===== src/rtl/dmem_lsu.sv =====
// dmem_lsu: load/store unit that initiates accesses on a word-addressed data
// memory and adds byte/halfword access on top of it. Sub-word loads are
// extracted from the read word and sign- or zero-extended. Sub-word stores
// are done as read-modify-write.
//
// Ports:
//   clk, rst_n           clock (rising edge), asynchronous active-low reset
//   reqValid/reqReady    request handshake from the memory stage
//   reqWrite, reqSize,   request attributes: store flag, size (00 byte,
//   reqSigned, reqAddr,  01 half, 10 word, 11 illegal), load extension,
//   reqWdata             byte address, right-justified store data
//   respValid            one-cycle completion pulse
//   respData, respErr    load result (0 for stores/errors), error flag
//   memAddr              word-aligned address to dmem
//   memWriteEnable       dmem write strobe
//   memWriteData         full word written to dmem
//   memReadData          combinational dmem read data
module dmem_lsu #(
  parameter int n = 32
) (
  input  logic         clk,
  input  logic         rst_n,
  input  logic         reqValid,
  output logic         reqReady,
  input  logic         reqWrite,
  input  logic [1:0]   reqSize,
  input  logic         reqSigned,
  input  logic [n-1:0] reqAddr,
  input  logic [n-1:0] reqWdata,
  output logic         respValid,
  output logic [n-1:0] respData,
  output logic         respErr,
  output logic [n-1:0] memAddr,
  output logic         memWriteEnable,
  output logic [n-1:0] memWriteData,
  input  logic [n-1:0] memReadData
);

  typedef enum logic [1:0] {IDLE, READ, WRITE, RESP} state_t;

  state_t         state_q, state_d;
  logic           write_q, write_d;
  logic [1:0]     size_q, size_d;
  logic           signed_q, signed_d;
  // Only the lane offset and the low halfword of the store data are needed
  // after acceptance; the aligned address and full store word go straight
  // into the memory-side registers.
  logic [1:0]     lane_q, lane_d;
  logic [15:0]    wdata_lo_q, wdata_lo_d;
  logic [n-1:0]   resp_data_q, resp_data_d;
  logic           resp_err_q, resp_err_d;
  logic [n-1:0]   mem_addr_q, mem_addr_d;
  logic [n-1:0]   mem_wdata_q, mem_wdata_d;

  function automatic logic is_bad(input logic [1:0] size, input logic [1:0] a);
    case (size)
      2'b00:   is_bad = 1'b0;
      2'b01:   is_bad = a[0];
      2'b10:   is_bad = (a != 2'b00);
      default: is_bad = 1'b1;
    endcase
  endfunction

  function automatic logic [n-1:0] load_extract(input logic [n-1:0] word,
                                                input logic [1:0]   size,
                                                input logic         sgn,
                                                input logic [1:0]   a);
    logic [7:0]  b;
    logic [15:0] h;
    b = word[{a, 3'b000} +: 8];
    h = word[{a[1], 4'b0000} +: 16];
    case (size)
      2'b00:   load_extract = {{(n-8){sgn & b[7]}}, b};
      2'b01:   load_extract = {{(n-16){sgn & h[15]}}, h};
      default: load_extract = word;
    endcase
  endfunction

  function automatic logic [n-1:0] store_merge(input logic [n-1:0] word,
                                               input logic [1:0]   size,
                                               input logic [1:0]   a,
                                               input logic [15:0]  wd);
    logic [n-1:0] m;
    m = word;
    if (size == 2'b00) m[{a, 3'b000} +: 8]     = wd[7:0];
    else               m[{a[1], 4'b0000} +: 16] = wd;
    store_merge = m;
  endfunction

  always_comb begin
    state_d     = state_q;
    write_d     = write_q;
    size_d      = size_q;
    signed_d    = signed_q;
    lane_d      = lane_q;
    wdata_lo_d  = wdata_lo_q;
    resp_data_d = resp_data_q;
    resp_err_d  = resp_err_q;
    mem_addr_d  = mem_addr_q;
    mem_wdata_d = mem_wdata_q;
    case (state_q)
      IDLE: begin
        if (reqValid) begin
          write_d    = reqWrite;
          size_d     = reqSize;
          signed_d   = reqSigned;
          lane_d     = reqAddr[1:0];
          wdata_lo_d = reqWdata[15:0];
          if (is_bad(reqSize, reqAddr[1:0])) begin
            // No memory access at all: memAddr keeps its previous value.
            resp_err_d  = 1'b1;
            resp_data_d = '0;
            state_d     = RESP;
          end else if (reqWrite && reqSize == 2'b10) begin
            mem_addr_d  = {reqAddr[n-1:2], 2'b00};
            mem_wdata_d = reqWdata;
            state_d     = WRITE;
          end else begin
            mem_addr_d = {reqAddr[n-1:2], 2'b00};
            state_d    = READ;
          end
        end
      end
      READ: begin
        if (write_q) begin
          mem_wdata_d = store_merge(memReadData, size_q, lane_q, wdata_lo_q);
          state_d     = WRITE;
        end else begin
          resp_data_d = load_extract(memReadData, size_q, signed_q, lane_q);
          resp_err_d  = 1'b0;
          state_d     = RESP;
        end
      end
      WRITE: begin
        resp_data_d = '0;
        resp_err_d  = 1'b0;
        state_d     = RESP;
      end
      RESP: state_d = IDLE;
      default: state_d = IDLE;
    endcase
  end

  always_ff @(posedge clk or negedge rst_n) begin
    if (!rst_n) begin
      state_q     <= IDLE;
      write_q     <= 1'b0;
      size_q      <= 2'b00;
      signed_q    <= 1'b0;
      lane_q      <= 2'b00;
      wdata_lo_q  <= '0;
      resp_data_q <= '0;
      resp_err_q  <= 1'b0;
      mem_addr_q  <= '0;
      mem_wdata_q <= '0;
    end else begin
      state_q     <= state_d;
      write_q     <= write_d;
      size_q      <= size_d;
      signed_q    <= signed_d;
      lane_q      <= lane_d;
      wdata_lo_q  <= wdata_lo_d;
      resp_data_q <= resp_data_d;
      resp_err_q  <= resp_err_d;
      mem_addr_q  <= mem_addr_d;
      mem_wdata_q <= mem_wdata_d;
    end
  end

  // All outputs come from registered state, so the async reset drops the
  // write strobe immediately.
  assign reqReady       = (state_q == IDLE);
  assign respValid      = (state_q == RESP);
  assign memWriteEnable = (state_q == WRITE);
  assign respData       = resp_data_q;
  assign respErr        = resp_err_q;
  assign memAddr        = mem_addr_q;
  assign memWriteData   = mem_wdata_q;

endmodule


===== config.mk =====
export PLATFORM = sky130hd
export DESIGN_NAME = dmem_lsu
export DESIGN_NICKNAME = d
export VERILOG_FILES = /design/src/rtl/dmem_lsu.sv
export SDC_FILE = /design/constraint.sdc
export NUM_CORES = 1
export LEC_CHECK = 0
export CORE_AREA = 2 2 130 107
export CTS_BUF_LIST = sky130_fd_sc_hd__clkbuf_16
export DETAILED_ROUTE_END_ITERATION = 8
export DIE_AREA = 0 0 132 109
export PLACE_DENSITY = 0.84
export REMOVE_ABC_BUFFERS = 1
export SLEW_MARGIN = 20
export SYNTH_ARGS = -nofsm -noshare
export SYNTH_HDL_FRONTEND = slang
export SYNTH_SLANG_ARGS = --single-unit

===== constraint.sdc =====
create_clock -name clk -period 4.1 [get_ports clk]
set_clock_uncertainty 0.05 [all_clocks]
set_input_delay 0.41 -clock clk [delete_from_list [all_inputs] [get_ports clk]]
set_output_delay 0.41 -clock clk [all_outputs]
set_load 0.03 [all_outputs]

==> tab_implementation.tex <==
\begin{tabular}{lr}
\hline
Metric & Value \\
\hline
\multicolumn{2}{l}{\textbf{Die}} \\
\quad Horizontal die dimension & between 100 and 150 um \\
\quad Height of the chip & 109 um \\
\quad DIE AREA & between 10000 and 15000 sq um \\
\quad Std-Cell Core Area & 13200 sq um \\
\quad Standard-cell row count & 38 \\
\quad Number of primary I/O pins & 203 \\
\quad Initial core utilization & 0.485 \\
\multicolumn{2}{l}{\textbf{Cells and area}} \\
\quad Most frequent cells in the layout & clkdlybuf4s50\_1 (199), dfrtp\_1 (119), mux2\_2 (87) \\
\quad Total number of nets in the final design & 881 \\
\quad Most common cell after layout, fill and taps aside & clkdlybuf4s50\_1 \\
\quad Share of layout cells above drive strength 1 & 0.172 \\
\quad Antenna Diode Count & 0 \\
\quad Synthesis-to-finish area growth & 41.0\% \\
\quad Post-route cell area & 9010 sq um \\
\multicolumn{2}{l}{\textbf{Place}} \\
\quad Quantity of I/O buffers inserted on ports & 200 \\
\quad Worst Setup Slack post-DPL & 1.06 ns \\
\quad Instance area at placement & 8450 sq um \\
\quad DP HPWL & 14600 um \\
\quad Routability-driven placement congestion ratio & 0.941 \\
\multicolumn{2}{l}{\textbf{STA}} \\
\quad Worst max-slew margin expressed relative to the limit & 0.438 \\
\quad Setup TNS Final & 0 ns \\
\quad Setup repair after global routing missed its margin & false \\
\quad F\_max & 363 MHz \\
\quad Min setup slack post-route & $\sim$1.3 ns \\
\quad Period utilization & 0.672 \\
\quad Final count of negative-setup-slack endpoints & 0 \\
\quad Minimum clock period after layout & 2.75 ns \\
\quad Transition time at the pin with the least slew margin & about 0.84 ns \\
\quad Max-slew violations & 0 \\
\quad Number of endpoints with negative hold slack in the final report & 0 \\
\multicolumn{2}{l}{\textbf{Logic synthesis}} \\
\quad Main flop type after synthesis & dfrtp\_1 \\
\quad Count of synthesis-stage warnings from yosys & 0 \\
\quad Fraction of post-synthesis cell area in the top cell type by area & 0.466 \\
\quad Compound-gate portion of the synthesized area & 0.225 \\
\quad Synth Cell Area & 6390 sq um \\
\quad Cells after synthesis & 588 \\
\quad Area contributors post-synth & dfrtp\_1 (47\%), mux2\_2 (15\%), o21ai\_0 (4.6\%) \\
\quad Post-synthesis register bit count & 119 \\
\quad Post-synthesis xor/xnor area fraction & 0 \\
\quad Basic-gate share of the synthesized area counting and, or, nand and nor cells & 0.0897 \\
\quad Synth Area per Inst & approximately 11 sq um \\
\quad Number of enable-type register cells in the synthesized netlist & 0 \\
\quad Synth area leader & dfrtp\_1 \\
\quad Number of distinct library cell variants in the gate-level netlist after synthesis & 53 \\
\quad Combinational family with the most area after synthesis & compound AO/OA/AOI/OAI gates \\
\quad Area share of fa/ha/maj cells after synthesis & 0.0196 \\
\quad Share of synthesized flip-flops with an asynchronous set or reset & 1.00 \\
\quad Fraction of the yosys area taken by sequential cells & 0.466 \\
\quad Multiplexer share of the synthesized area & 0.158 \\
\multicolumn{2}{l}{\textbf{Drt}} \\
\quad Number of optimization iterations in the first detailed-route pass & 5 \\
\quad WL per Instance & 21.7 um \\
\quad Number of design-rule violations left by the first detailed-router iteration & 674 \\
\quad Via density per instance & 6.26 \\
\quad Routed Wire Length & 20900 um \\
\quad Total vias in the final route & 6014 \\
\quad Drt drc & 0 \\
\quad Post-detailed-route count of antenna-violating nets & 0 \\
\multicolumn{2}{l}{\textbf{Worst setup path}} \\
\quad Critical-path cell list & inv\_1 > ha\_1 > buf\_4 > nand2b\_1 > o21ai\_1 > buf\_4 > or2\_2 > o31ai\_1 \\
\quad Critical Path AT & about 3 ns \\
\quad Worst Path Required & 4.31 ns \\
\quad Number of cells traversed by the worst register-to-register path & 8 \\
\quad Crit start category & flip-flop \\
\quad Endpoint of the worst-slack reg-to-reg timing path & memWriteData[12] \\
\quad Kind of capture point of the worst setup path & flip-flop \\
\quad Critical path launch point & state\_q[1] \\
\quad Library cell appearing most often on the critical path & buf\_4 \\
\quad CP max stage delay & 0.62 ns \\
\quad Master of the slowest instance on the critical path & or2\_2 \\
\quad Critical setup path kind & flip-flop to flip-flop \\
\quad Reg-to-reg setup timing slack & roughly 1.3 ns \\
\quad Launching point of the worst reg2reg path & state\_q[1] \\
\quad Crit path max fanout & 38 \\
\quad Capture point of the critical path & memWriteData[12] \\
\multicolumn{2}{l}{\textbf{Clock network}} \\
\quad Clock slew seen by the registers of the worst setup and hold paths & 0.06 ns \\
\quad Max Root-Sink Buffers & 2 \\
\quad Post-cts sizing count & 0 \\
\quad Quantity of hold-fixing buffers added after cts & 0 \\
\quad Insertion delay of the later-clocked pin in the worst-skew pair & 0.42 ns \\
\quad Number of buffers created by CTS & 17 \\
\quad Post-CTS setup-driven buffer insertion count & 0 \\
\quad CTS tree & yes \\
\quad Clock root buffer & clkbuf\_16 \\
\quad Htree depth & 4 \\
\quad Number of clock sinks seen by CTS & 119 \\
\multicolumn{2}{l}{\textbf{Global route}} \\
\quad Global-route usage over all layers & 0.291 \\
\quad Maximum number of pins on one net before global-route repair & 69 \\
\quad Number of global-route vias before repair & about 6100 \\
\quad Wire length of the first global-routing pass & between 30000 and 40000 um \\
\quad Total gr overflow & 0 \\
\quad Antenna violations before repair & 0 \\
\multicolumn{2}{l}{\textbf{Pwr}} \\
\quad Overall power after layout & between 0.008 and 0.009 W \\
\quad Static leakage power & 3.64 nW \\
\quad Pwr per Cell Area & 925 nW/um\^{}2 \\
\quad Worst vdd ir & 0.599 mV \\
\multicolumn{2}{l}{\textbf{Worst hold path}} \\
\quad Hold Crit Class & input port to async pin \\
\multicolumn{2}{l}{\textbf{Job}} \\
\quad Number of maximum-capacitance violations & 0 \\
\multicolumn{2}{l}{\textbf{Outcome}} \\
\quad Status & finished, final reports clean \\
\hline
\end{tabular}
per-stage QoR:
stage	hold WS (ns)	util	instances
2_1_floorplan	0.0644	-	539
3_3_place_gp	0.416	0.642	929
3_5_place_dp	0.421	0.642	929
4_1_cts	0.0879	0.683	961
5_1_grt	0.122	0.684	961
6_report	0.0576	0.684	961
cell type report:
cell class                 count  area, sq um
tap                          180          225
clock buffer                  17          425
timing repair buffer         210         2070
fill                         958         4160
sequential                   119         2980
inverter                       6         22.5
clock inverter                15          120
multi-input combinational    414         3160
layer usage:
layer	wire, um	part of all wire	global-route usage
met5	0	0	0
met4	532	0.025	0.116
met3	2150	0.10	0.0795
met2	9690	0.46	0.463
met1	8490	0.41	0.383
power by group:
group / switching (W) / total, W / internal [W]
registers: 0.000482 / 0.00224 / 0.00175
clock network: 0.000521 / 0.00139 / 0.000871
logic: 0.00274 / 0.00470 / 0.00196
critical path: cells and delay by family (launching register included):
kind / cells / cell delay [ns]
flops: 1 / 0.41
compound gates: 2 / 0.32
fa+ha+maj: 1 / 0.15
simple gates: 2 / 0.83
buf+inv: 3 / 0.81
worst min path at each step:
stage | from | end | slack (ns)
detailed placement | respData[21] | respData[21] | 0.42
finish | rst_n | wdata_lo_q[8] | 0.06
floorplan | rst_n | lane_q[0] | 0.06
global route | rst_n | respData[22] | 0.12
global placement | respData[30] | respData[30] | 0.42
CTS | rst_n | respData[20] | 0.09
Yosys cell counts, drive strengths merged (2+ instances only):
library cell	count
a222oi	6
mux2i	3
ha	10
a2bb2oi	16
a21oi	8
a22o	8
inv	5
o31ai	32
o211ai	2
and3	3
dfrtp	119
nand2b	5
nor4	2
buf	20
mux2	87
clkbuf	30
a221oi	9
nand2	38
a31oi	2
nor2	16
o21ai	61
nor3	3
nand3	3
a311oi	24
o22ai	24
nor2b	32
registers in the layout, summed over array words and instances, names as in the netlist, 2 cells and up:
signal	cells
wdata_lo_q	16
state_q	2
lane_q	2
respData	32
memWriteData	32
memAddr	30
size_q	2
cell families after synthesis:
group,count (synthesis)
compound gates,202
flops,119
simple gates,110
mux,90
buf+inv,56
fa+ha+maj,10
other cells,1
Power figures use the tool's default switching activity.
